==> config.mk <==
export PLATFORM = sky130hd
export DESIGN_NAME = cpu_run_ctrl
export DESIGN_NICKNAME = d
export VERILOG_FILES = /design/src/rtl/cpu_run_ctrl.sv
export SDC_FILE = /design/constraint.sdc
export NUM_CORES = 1
export LEC_CHECK = 0
export BUFFER_PORTS_ARGS = -buffer_cell sky130_fd_sc_hd__buf_4
export CORE_MARGIN = 5
export CORE_UTILIZATION = 41
export CTS_CLUSTER_DIAMETER = 30
export DETAILED_ROUTE_END_ITERATION = 6
export GPL_TIMING_DRIVEN = 1
export HOLD_SLACK_MARGIN = 0.1
export PLACE_DENSITY_LB_ADDON = 0.3
export SYNTH_ARGS = -nofsm -noshare
export SYNTH_HDL_FRONTEND = slang
export SYNTH_SLANG_ARGS = --single-unit
export TNS_END_PERCENT = 10
==> constraint.sdc <==
create_clock -name clk -period 2.7 [get_ports clk]
set_input_delay 0.27 -clock clk [delete_from_list [all_inputs] [get_ports clk]]
set_output_delay 0.27 -clock clk [all_outputs]
set_load 0.05 [all_outputs]
==> src/rtl/cpu_run_ctrl.sv <==
// Run/step/halt sequencer for the single-cycle RV32I core: synchronises the
// trigger button, gates the core through cpu_en and keeps cycle/instret counters.
module cpu_run_ctrl #(
    parameter logic [31:0] HALT_INSTR  = 32'h0000006F,
    parameter int          CNT_W       = 32,
    parameter int          SYNC_STAGES = 2
) (
    input  logic             clk,
    input  logic             rst,
    input  logic             trigger,
    input  logic             step_mode,
    input  logic             bp_en,
    input  logic [31:0]      bp_addr,
    input  logic [31:0]      pc,
    input  logic [31:0]      instr,
    output logic             cpu_en,
    output logic             cpu_rst_req,
    output logic [1:0]       state,
    output logic [1:0]       halt_cause,
    output logic [CNT_W-1:0] cycle_count,
    output logic [CNT_W-1:0] instret_count
);

    typedef enum logic [1:0] {
        ST_IDLE = 2'd0,
        ST_RUN  = 2'd1,
        ST_STEP = 2'd2,
        ST_HALT = 2'd3
    } state_e;

    localparam logic [1:0]       CAUSE_NONE = 2'd0;
    localparam logic [1:0]       CAUSE_HALT = 2'd1;
    localparam logic [1:0]       CAUSE_BP   = 2'd2;
    localparam logic [1:0]       CAUSE_STEP = 2'd3;
    localparam logic [CNT_W-1:0] CNT_ZERO   = {CNT_W{1'b0}};
    localparam logic [CNT_W-1:0] CNT_ONE    = {{(CNT_W-1){1'b0}}, 1'b1};
    localparam logic [CNT_W-1:0] CNT_MAX    = {CNT_W{1'b1}};

    state_e                 state_q, state_d;
    logic [1:0]             cause_q, cause_d;
    logic                   bp_skip_q, bp_skip_d;
    logic [CNT_W-1:0]       cycle_q, cycle_d;
    logic [CNT_W-1:0]       instret_q, instret_d;
    logic [SYNC_STAGES-1:0] sync_q, sync_d;
    logic                   trig_prev_q, trig_prev_d;
    logic                   trig_evt_q, trig_evt_d;

    logic run_active_s;
    logic halt_hit_s;
    logic bp_hit_s;
    logic cpu_en_s;

    // Saturating increment: counters stick at all-ones instead of wrapping.
    function automatic logic [CNT_W-1:0] sat_inc(input logic [CNT_W-1:0] v);
        if (v == CNT_MAX) begin
            sat_inc = v;
        end else begin
            sat_inc = v + CNT_ONE;
        end
    endfunction

    // Trigger synchroniser and rising-edge detector; the event is registered.
    always_comb begin
        sync_d      = {sync_q[SYNC_STAGES-2:0], trigger};
        trig_prev_d = sync_q[SYNC_STAGES-1];
        trig_evt_d  = sync_q[SYNC_STAGES-1] & ~trig_prev_q;
    end

    // Stop conditions and core enable; combinational so a halting instruction never executes.
    always_comb begin
        run_active_s = (state_q == ST_RUN) || (state_q == ST_STEP);
        halt_hit_s   = (instr == HALT_INSTR);
        bp_hit_s     = bp_en & (pc == bp_addr) & ~bp_skip_q;
        cpu_en_s     = run_active_s & ~halt_hit_s & ~bp_hit_s;
    end

    // Sequencer next-state, halt cause, breakpoint skip and counters.
    always_comb begin
        state_d   = state_q;
        cause_d   = cause_q;
        bp_skip_d = bp_skip_q;
        cycle_d   = cycle_q;
        instret_d = instret_q;

        if (cpu_en_s) begin
            bp_skip_d = 1'b0;
            instret_d = sat_inc(instret_q);
        end else begin
            instret_d = instret_q;
        end

        if (run_active_s) begin
            cycle_d = sat_inc(cycle_q);
        end else begin
            cycle_d = cycle_q;
        end

        case (state_q)
            ST_IDLE: begin
                bp_skip_d = 1'b0;
                if (trig_evt_q) begin
                    cycle_d   = CNT_ZERO;
                    instret_d = CNT_ZERO;
                    cause_d   = CAUSE_NONE;
                    state_d   = step_mode ? ST_STEP : ST_RUN;
                end else begin
                    state_d = ST_IDLE;
                end
            end
            ST_RUN: begin
                if (halt_hit_s) begin
                    state_d = ST_HALT;
                    cause_d = CAUSE_HALT;
                end else if (bp_hit_s) begin
                    state_d = ST_HALT;
                    cause_d = CAUSE_BP;
                end else begin
                    state_d = ST_RUN;
                end
            end
            ST_STEP: begin
                // Exactly one instruction retires here unless a stop condition pre-empts it.
                if (halt_hit_s) begin
                    state_d = ST_HALT;
                    cause_d = CAUSE_HALT;
                end else if (bp_hit_s) begin
                    state_d = ST_HALT;
                    cause_d = CAUSE_BP;
                end else begin
                    state_d = ST_HALT;
                    cause_d = CAUSE_STEP;
                end
            end
            ST_HALT: begin
                if (trig_evt_q) begin
                    if (cause_q == CAUSE_HALT) begin
                        state_d   = ST_IDLE;
                        bp_skip_d = 1'b0;
                    end else begin
                        state_d   = step_mode ? ST_STEP : ST_RUN;
                        bp_skip_d = 1'b1;
                        cause_d   = CAUSE_NONE;
                    end
                end else begin
                    state_d = ST_HALT;
                end
            end
            default: begin
                state_d   = ST_IDLE;
                cause_d   = CAUSE_NONE;
                bp_skip_d = 1'b0;
            end
        endcase
    end

    // State, counter and synchroniser registers.
    always_ff @(posedge clk or negedge rst) begin
        if (!rst) begin
            state_q     <= ST_IDLE;
            cause_q     <= CAUSE_NONE;
            bp_skip_q   <= 1'b0;
            cycle_q     <= CNT_ZERO;
            instret_q   <= CNT_ZERO;
            sync_q      <= {SYNC_STAGES{1'b0}};
            trig_prev_q <= 1'b0;
            trig_evt_q  <= 1'b0;
        end else begin
            state_q     <= state_d;
            cause_q     <= cause_d;
            bp_skip_q   <= bp_skip_d;
            cycle_q     <= cycle_d;
            instret_q   <= instret_d;
            sync_q      <= sync_d;
            trig_prev_q <= trig_prev_d;
            trig_evt_q  <= trig_evt_d;
        end
    end

    assign cpu_en        = cpu_en_s;
    assign cpu_rst_req   = (state_q == ST_IDLE);
    assign state         = state_q;
    assign halt_cause    = cause_q;
    assign cycle_count   = cycle_q;
    assign instret_count = instret_q;

endmodule

==> impl_metrics.csv, run 1 <==
group,metric,value,unit
run_status,status,"completed",
pwr,p_per_area,657,nW/um2
timing,fmax,0.410,GHz
timing,fin_skew,0.00873,ns
synth,synth_warnings,0,
route,drt-pass1-iter-count,4,
place,dp_hpwl,9340,um
grt,track_usage,19.2,%
clock_tree,cts-root-buf,"clkbuf_8",
setup_path,worstSetupEndpointType,"flip-flop",
worst_hold_path,hp-class,"input pin to async pin",
setup_path,cp_top_family,"simple AND/OR/NAND/NOR gates",
die,start_util,41.9,%
clock_tree,cts_buffers,9,
timing,fin_setup_tns,0,ns
route,via_count,4066,
synth,synth.largest_area_cell,"dfrtp_1",
clock_tree,cts_setup_buffers,0,
pwr,power.total,3.89,mW
synth,syn_inst,470,
grt,grt_max_degree,74,
die,io_pins,171,
route,wire_per_inst,15.8,um
finish,drive_above_1_share,31.2,%
grt,grt-ovfl-total,0,
clock_tree,worstSkewPairLatency,0.34,ns
clock_tree,cts.sink_count,73,
die,rows,37,
clock_tree,cts_tree,"done",
finish,antennaDiodeCount,0,
die,chipWidth,113,um
synth,ys_async_sr_fraction,100,%
setup_path,rrSetupSlack,0.26,ns
synth,syn_avg_cell_area,9.20,um2
setup_path,max_stage_delay,0.47,ns
route,remaining_drc_errors,0,
setup_path,reg2reg_to,"instret_count[25]",
route,viasPerCell,5.21,
setup_path,criticalPathCategory,"flip-flop to flip-flop",
timing,whs,0.0488,ns
setup_path,cp_max_fo,15,
synth,synth.distinct_cells,44,
setup_path,rr_startpoint,"instret_count[0]",
pwr,p_leak,2.77,nW
synth,syn_nets,577,
finish,area.growth.synth_to_final,36.7,%
setup_path,crit_required,2.95,ns
clock_tree,ctsHtreeMaxLevel,3,
route,wl,12300,um
setup_path,cp_data_arrival_time,2.69,ns
clock_tree,clk_pin_slew,0.07,ns
route,ant_nets,0,
finish,final_nets,747,
timing,hold_violations,0,
synth,synth_edf_count,0,
run,cap_violations,0,
grt,grt_pass1_vias,4004,
setup_path,cp-start-kind,"flip-flop",
clock_tree,clock_path_buffers,2,
grt,grt_pass1_wl,20100,um
die,die_area,12700,um2
synth,ys_seq_elements,73,
timing,slew_headroom,32.1,%
setup_path,reg2regPathDepth,7,
setup_path,crit_buf_inv,0,
die,core,10300,um2
synth,syn_area,4320,um2
timing,period_share,90.3,%
clock_tree,holdBufCountCts,1,
synth,ys_seq_area_share,42.2,%
grt,antenna_found_initial,0,
pwr,irDropWorstVdd,0.601,mV
timing,tightest_slew,1.02,ns
setup_path,cp_cell_sequence,"ha_1 -> and3_1 -> nand4_4 -> o211a_4 -> nand3_2 -> or4_1 -> a21oi_1",
timing,slew_viol_final,0,
place,port_buffers,170,
timing,fin_crit,2.44,ns
synth,synthFlopType,"dfrtp_1",
clock_tree,cts_resized,0,
timing,setup_viol_count_final,0,
die,die_y,113,um
synth,netlist.area_leader.share,42.2,%
synth,yosys-top-cells-area,"dfrtp_1, xnor2_1, xor2_1, nor2_1, nand4_1",
timing,rsz0062_at_grt,"no",
place,routabilityCongestion,0.868,
route,dr.first_iter.drc_count,196,
setup_path,slowest_stage,"or4_1",
cell usage in the layout (no fill, tap or decap), drive strengths merged, types with 2 or more instances in the layout:
| master | instances |
|---|---|
| nor2b | 2 |
| nand2b | 8 |
| nor2 | 56 |
| and3 | 20 |
| nand2 | 37 |
| xor2 | 26 |
| ha | 6 |
| clkinv | 2 |
| inv | 18 |
| and2 | 5 |
| or4 | 6 |
| nand4 | 27 |
| and4 | 5 |
| dfrtp | 73 |
| xnor2 | 46 |
| buf | 174 |
| o311ai | 2 |
| o21ai | 14 |
| o211ai | 4 |
| o41ai | 2 |
| a211oi | 3 |
| nor4 | 13 |
| or3 | 9 |
| o31ai | 3 |
| nand3 | 31 |
| clkbuf | 12 |
| nor3 | 10 |
| a21oi | 14 |
| mux2i | 5 |
logic make-up (layout without fill, tap and decap cells):
group,count (synthesis),in the layout,synth area share [%]
compound gates,48,48,7.44
xor+xnor,72,72,14.6
fa+ha+maj,6,6,1.74
buf+inv,34,208,3.73
flops,73,73,42.2
mux,5,5,1.16
simple gates,232,232,29.1
cell usage after synthesis (2+ instances only):
library cell and n:
nand3_2 4, mux2i_1 5, nor3_1 9, nor2_1 56, o31ai_1 2, xor2_1 26
nor2b_1 2, nor4_1 10, and2_1 5, or3_1 9, o311ai_0 2, o21ai_0 14
nand4_1 26, o41ai_1 2, buf_6 4, buf_2 3, xnor2_1 46, and3_1 20
nand3_1 27, and4_1 5, dfrtp_1 73, nand2b_1 8, o211ai_1 4, ha_1 6
clkbuf_1 9, nand2_1 36, a211oi_1 3, nor4_2 3, or4_1 6, inv_1 18
a21oi_1 14
worst max-delay path by stage:
stage	endpoint	cells after the start	slack, ns	from
global route	instret_count[25]	7	0.12	instret_count[0]
global placement	instret_count[1]	8	0.38	instr[22]
finish	instret_count[25]	7	0.26	instret_count[0]
detailed placement	instret_count[25]	7	0.30	instret_count[0]
CTS	instret_count[25]	7	0.27	instret_count[0]
floorplan	cycle_count[11]	8	0.31	cycle_count[0]
power breakdown:
part / switching [mW] / total (mW) / leakage, nW / internal (mW)
clock network: 0.396 / 0.866 / 0.102 / 0.470
logic: 1.09 / 1.67 / 1.67 / 0.574
registers: 0.147 / 1.35 / 0.995 / 1.21
total: 1.63 / 3.89 / 2.77 / 2.25
through the flow:
| step | util (%) | setup WS, ns | cells | instance area [um2] |
|---|---|---|---|---|
| floorplan | - | 0.315 | 470 | 4320 |
| global placement | 55.3 | 0.383 | 764 | 5710 |
| detailed placement | 55.3 | 0.303 | 764 | 5710 |
| CTS | 57.3 | 0.274 | 780 | 5910 |
| global route | 57.3 | 0.119 | 780 | 5910 |
| finish | 57.3 | 0.261 | 780 | 5910 |
per-layer routing:
layer	global-route usage (%)	up-vias	part of all wire, %
li1	-	1994	-
met1	25.2	1976	43
met2	32.1	82	51
met3	3.26	14	3.7
met4	6.81	0	1.9
met5	0	-	0
sequential cells by signal, indices dropped and copies added, names as in the netlist:
register / cells
instret_count: 32
trig_evt_q: 1
cycle_count: 32
halt_cause: 2
bp_skip_q: 1
trig_prev_q: 1
state: 2
sync_q: 2
layout make-up:
type	instances	area, um2
Clock inverter	3	40.0
Timing Repair Buffer	175	1320
Fill cell	942	4410
Tap cell	136	170
Clock buffer	12	155
Sequential cell	73	1830
Multi-Input combinational cell	363	2340
Inverter	18	67.6
(Power assumes the default switching activity.)
==> run 2: changes to the inputs <==
ABC_CLOCK_PERIOD_IN_PS = 2700   (was not set)
CTS_BUF_LIST = sky130_fd_sc_hd__clkbuf_2 sky130_fd_sc_hd__clkbuf_4 sky130_fd_sc_hd__clkbuf_8   (was not set)
==> run 2 against run 1 <==
- design area barely moved
- cell count unchanged
- clock power rose by 1%
- non-clock buffer count stayed put
- count of clock-buffer cells in the layout unchanged
- sequential share of layout area about the same
- critical path type unchanged
- critical endpoint unchanged
==> impl_metrics.csv, run 2 (synthesis gave the netlist of run 1 again) <==
group,metric,value,unit
pwr,p_seq_share,34.8,%
setup_path,cp_data_arrival_time,2.70,ns
clock_tree,ctsHtreeMaxLevel,3,
run,cap_violations,0,
finish,regArea,1830,um2
worst_hold_path,hp-class,"input pin to async pin",
timing,fin_crit,2.44,ns
timing,slew_viol_final,0,
timing,slew_headroom,31.7,%
route,wire_per_inst,15.8,um
grt,antenna_found_initial,0,
die,rows,37,
timing,rsz0062_at_grt,"no",
finish,multi_input_area,2340,um2
die,start_util,41.9,%
grt,grt_pass1_wl,20100,um
setup_path,cp_max_fo,15,
clock_tree,cts-root-buf,"clkbuf_8",
finish,antennaDiodeCount,0,
timing,fin_setup_tns,0,ns
die,die_y,113,um
grt,track_usage,19.2,%
place,port_buffers,170,
grt,grt-ovfl-total,0,
finish,layout_common_cells,"buf_4, dfrtp_1, nor2_1",
setup_path,max_stage_delay,0.47,ns
route,dr.first_iter.drc_count,192,
setup_path,crit_required,2.95,ns
clock_tree,worstSkewPairLatency,0.34,ns
die,core,10300,um2
place,routabilityCongestion,0.868,
timing,fmax,0.409,GHz
finish,fill_cells,940,
route,drt-pass1-iter-count,4,
pwr,p_leak,2.77,nW
finish,drive_above_1_share,31.4,%
clock_tree,cts.sink_count,73,
finish,area.growth.synth_to_final,36.8,%
pwr,irDropWorstVdd,0.601,mV
pwr,p_per_area,659,nW/um2
clock_tree,cts_setup_buffers,0,
timing,fin_skew,0.00870,ns
finish,final_nets,747,
timing,period_share,90.5,%
route,wl,12300,um
place,placed_cells,764,
pwr,sw_frac_of_total,42.0,%
setup_path,criticalPathCategory,"flip-flop to flip-flop",
setup_path,slowest_stage,"or4_1",
finish,mostFrequentLayoutCell,"buf_4",
setup_path,cp_cell_sequence,"ha_1 -> and3_1 -> nand4_4 -> o211a_4 -> nand3_2 -> or4_1 -> a21oi_1",
route,remaining_drc_errors,0,
setup_path,reg2regPathDepth,7,
route,via_count,4083,
route,viasPerCell,5.23,
run_status,status,"completed",
grt,grt_max_degree,74,
pwr,p_sw,1.64,mW
die,chipWidth,113,um
pwr,p_comb_share,42.8,%
route,ant_nets,0,
pwr,power.internal,2.26,mW
grt,grt_pass1_vias,4004,
place,dp_hpwl,9340,um
setup_path,cp-start-kind,"flip-flop",
timing,hold_violations,0,
pwr,power.total,3.90,mW
clock_tree,cts_buffers,9,
clock_tree,cts_tree,"done",
finish,fin_cells,780,
die,io_pins,171,
pwr,clockPowerShare,22.5,%
clock_tree,clk_pin_slew,0.07,ns
die,die_area,12700,um2
setup_path,worstSetupEndpointType,"flip-flop",
timing,tightest_slew,1.02,ns
timing,setup_viol_count_final,0,
clock_tree,clock_path_buffers,2,
## run 2: final timing paths
| kind | from | to | slack (ns) |
|---|---|---|---|
| min in group clk | step_mode | state[1] | 0.21 |
| max in group asynchronous | rst | instret_count[24] | 1.99 |
| min | rst | bp_skip_q | 0.05 |
| max | instret_count[0] | instret_count[25] | 0.26 |
| min reg2reg | sync_q[0] | sync_q[1] | 0.35 |
| max reg2reg | instret_count[0] | instret_count[25] | 0.26 |
## run 2: layout make-up
cell class                      instances  share of cell area, %
Multi-Input combinational cell        363                   39.5
Sequential cell                        73                   30.9
Timing Repair Buffer                  175                   22.2
Tap cell                              136                   2.88
Clock buffer                           12                   2.69
Inverter                               18                   1.14
Clock inverter                          3                  0.677
## run 2: per-layer routing
| layer | wire length (um) | global-route usage [%] | vias to the layer above |
|---|---|---|---|
| li1 | - | - | 1992 |
| met1 | 5270 | 25.2 | 1991 |
| met2 | 6340 | 32.1 | 84 |
| met3 | 479 | 3.26 | 16 |
| met4 | 240 | 6.81 | 0 |
| met5 | 0 | 0 | - |
## run 2: timing repair
action,CTS,global route
gates resized for setup,0,0
endpoints found under the setup margin,0,0
endpoints found under the hold margin,1,0
hold buffers,1,0
## run 2: power by group through the flow
stage | combinational (mW) | clock, mW | sequential, mW
after floorplan | 0.830 | 0 | 1.70
after global placement | 1.64 | 0 | 1.36
after detailed placement | 1.67 | 0 | 1.37
after CTS | 1.67 | 0.904 | 1.36
after global routing | 1.80 | 0.945 | 1.38
final | 1.67 | 0.876 | 1.35
## run 2: critical path, delay by kind of cell (launching register included)
family	cells	cell delay (ns)
AO/OA/AOI/OAI	2	0.43
adder cells (fa/ha/maj)	1	0.27
flip-flops	1	0.46
AND/OR/NAND/NOR	4	1.20
## run 2: through the flow
step           area [um2]  util (%)  worst slack [ns]  hold slack [ns]
2_1_floorplan        4320         -             0.315          -0.0256
3_3_place_gp         5710      55.3             0.383            0.336
3_5_place_dp         5710      55.3             0.303            0.340
4_1_cts              5920      57.3             0.274            0.104
5_1_grt              5920      57.3             0.119            0.142
6_report             5920      57.3             0.255           0.0482
==> run 3: changes to the inputs <==
RECOVER_POWER = 25   (was not set)
==> run 3 against run 2 <==
- the flow now finishes with violations (max-capacitance violations, max-slew violations)
- non-clock buffer count unchanged
- combinational power is essentially flat
- worst hold slack gained 0.17 ns
- via count decreased by 0.24%
- core utilization about the same
- critical path type unchanged
==> impl_metrics.csv, run 3 (synthesis gave the netlist of run 1 again) <==
group,metric,value,unit
place,dp_hpwl,9340,um
route,wl,12300,um
die,die_area,12700,um2
run_status,status,"finished with violations",
finish,fin_util,57.3,%
grt,antenna_found_initial,0,
timing,whs,0.215,ns
place,routabilityCongestion,0.868,
clock_tree,cts_tree,"done",
setup_path,reg2regPathDepth,7,
worst_hold_path,hp-class,"input pin to flip-flop",
timing,fin_setup_tns,0,ns
timing,fin_crit,2.44,ns
place,port_buffers,170,
grt,grt_max_degree,74,
worst_hold_path,hp-start,"step_mode",
place,placed_cell_area,5710,um2
grt,grt-ovfl-total,0,
timing,tightest_slew,1.88,ns
finish,mostFrequentLayoutCell,"buf_4",
die,io_pins,171,
die,start_util,41.9,%
setup_path,rr_startpoint,"instret_count[0]",
setup_path,worstSetupEndpointType,"flip-flop",
die,die_y,113,um
worst_hold_path,min_path_cells,3,
route,dr.first_iter.drc_count,192,
setup_path,crit_start,"instret_count[0]",
route,wire_per_inst,15.8,um
setup_path,criticalPathCategory,"flip-flop to flip-flop",
timing,fin_skew,0.00870,ns
finish,final_area,5910,um2
die,rows,37,
grt,grt_pass1_wl,20100,um
finish,layout_common_cells,"buf_4, dfrtp_1, nor2_1",
finish,regArea,1830,um2
run,cap_violations,1,
finish,drive_above_1_share,31.4,%
clock_tree,clock_path_buffers,2,
setup_path,crit_required,2.95,ns
finish,area.growth.synth_to_final,36.8,%
timing,fmax,0.409,GHz
route,ant_nets,0,
route,via_count,4073,
clock_tree,worstSkewPairLatency,0.34,ns
timing,period_share,90.5,%
finish,final_nets,747,
finish,multi_input_area,2340,um2
clock_tree,clk_pin_slew,0.07,ns
pwr,irDropWorstVdd,0.600,mV
finish,antennaDiodeCount,0,
timing,setup_viol_count_final,0,
clock_tree,cts_resized,0,
setup_path,cp_data_arrival_time,2.70,ns
timing,rsz0062_at_grt,"no",
timing,slew_headroom,-25.5,%
grt,track_usage,19.2,%
die,core,10300,um2
route,drt-pass1-iter-count,4,
grt,grt_pass1_vias,4004,
route,viasPerCell,5.22,
pwr,p_per_area,659,nW/um2
timing,hold_violations,0,
finish,fill_cells,939,
setup_path,cp-start-kind,"flip-flop",
setup_path,cp_max_fo,15,
setup_path,reg2reg_to,"instret_count[25]",
run_status,violations,"max-capacitance violations, max-slew violations",
pwr,p_leak,2.77,nW
route,remaining_drc_errors,0,
clock_tree,cts-root-buf,"clkbuf_8",
worst_hold_path,min_to,"state[1]",
timing,slew_viol_final,74,
clock_tree,cts_buffers,9,
clock_tree,cts.sink_count,73,
clock_tree,ctsHtreeMaxLevel,3,
setup_path,rrSetupSlack,0.26,ns
die,chipWidth,113,um
clock_tree,cts_setup_buffers,0,
[run 3: changes by cell type in the layout (fill, tap and decap cells not counted)]
cell / previous run / this run
clkbuf_2: 0 / 1
buf_4: 174 / 172
clkbuf_4: 1 / 2
[run 3: worst max-delay path: stages, from the launching register on]
cell	delay (ns)
dfrtp_1	0.46
ha_1	0.27
and3_1	0.25
nand4_4	0.21
o211a_4	0.28
nand3_2	0.27
or4_1	0.47
a21oi_1	0.15
[run 3: metal layers]
layer	part of all wire [%]	routed length, um	global-route usage (%)	vias to the layer above
met3	3.6	447	3.26	14
met5	0	0	0	-
met1	43	5290	25.2	1991
met4	1.9	229	6.81	0
met2	51	6340	32.1	75
li1	-	-	-	1993
[run 3: worst max path at each step]
stage,to,slack [ns],cells after the start
3_5_place_dp,instret_count[25],0.30,7
6_report,instret_count[25],0.26,7
3_3_place_gp,instret_count[1],0.38,8
2_1_floorplan,cycle_count[11],0.31,8
4_1_cts,instret_count[25],0.27,7
5_1_grt,instret_count[25],0.12,7
[run 3: per-stage QoR]
stage	instances	power (mW)	worst slack, ns
global route	780	4.13	0.119
finish	780	3.90	0.256
detailed placement	764	3.05	0.303
CTS	780	3.93	0.274
floorplan	470	2.53	0.315
global placement	764	2.99	0.383
[run 3: timing repair]
action | CTS | global route
endpoints found under the setup margin | 0 | 0
hold endpoints to repair | 1 | 0
hold buffers | 1 | 0
[run 3: power by group]
group          internal (mW)  total (mW)  switching, mW
clock                  0.480       0.877          0.396
sequential              1.21        1.36          0.147
combinational          0.574        1.66           1.09
[run 3: layout make-up]
cell class | count | share of cell area, %
Multi-Input combinational cell | 363 | 39.5
Clock buffer | 12 | 2.69
Tap cell | 136 | 2.88
Sequential cell | 73 | 30.9
Inverter | 18 | 1.14
Clock inverter | 3 | 0.677
Timing Repair Buffer | 175 | 22.2
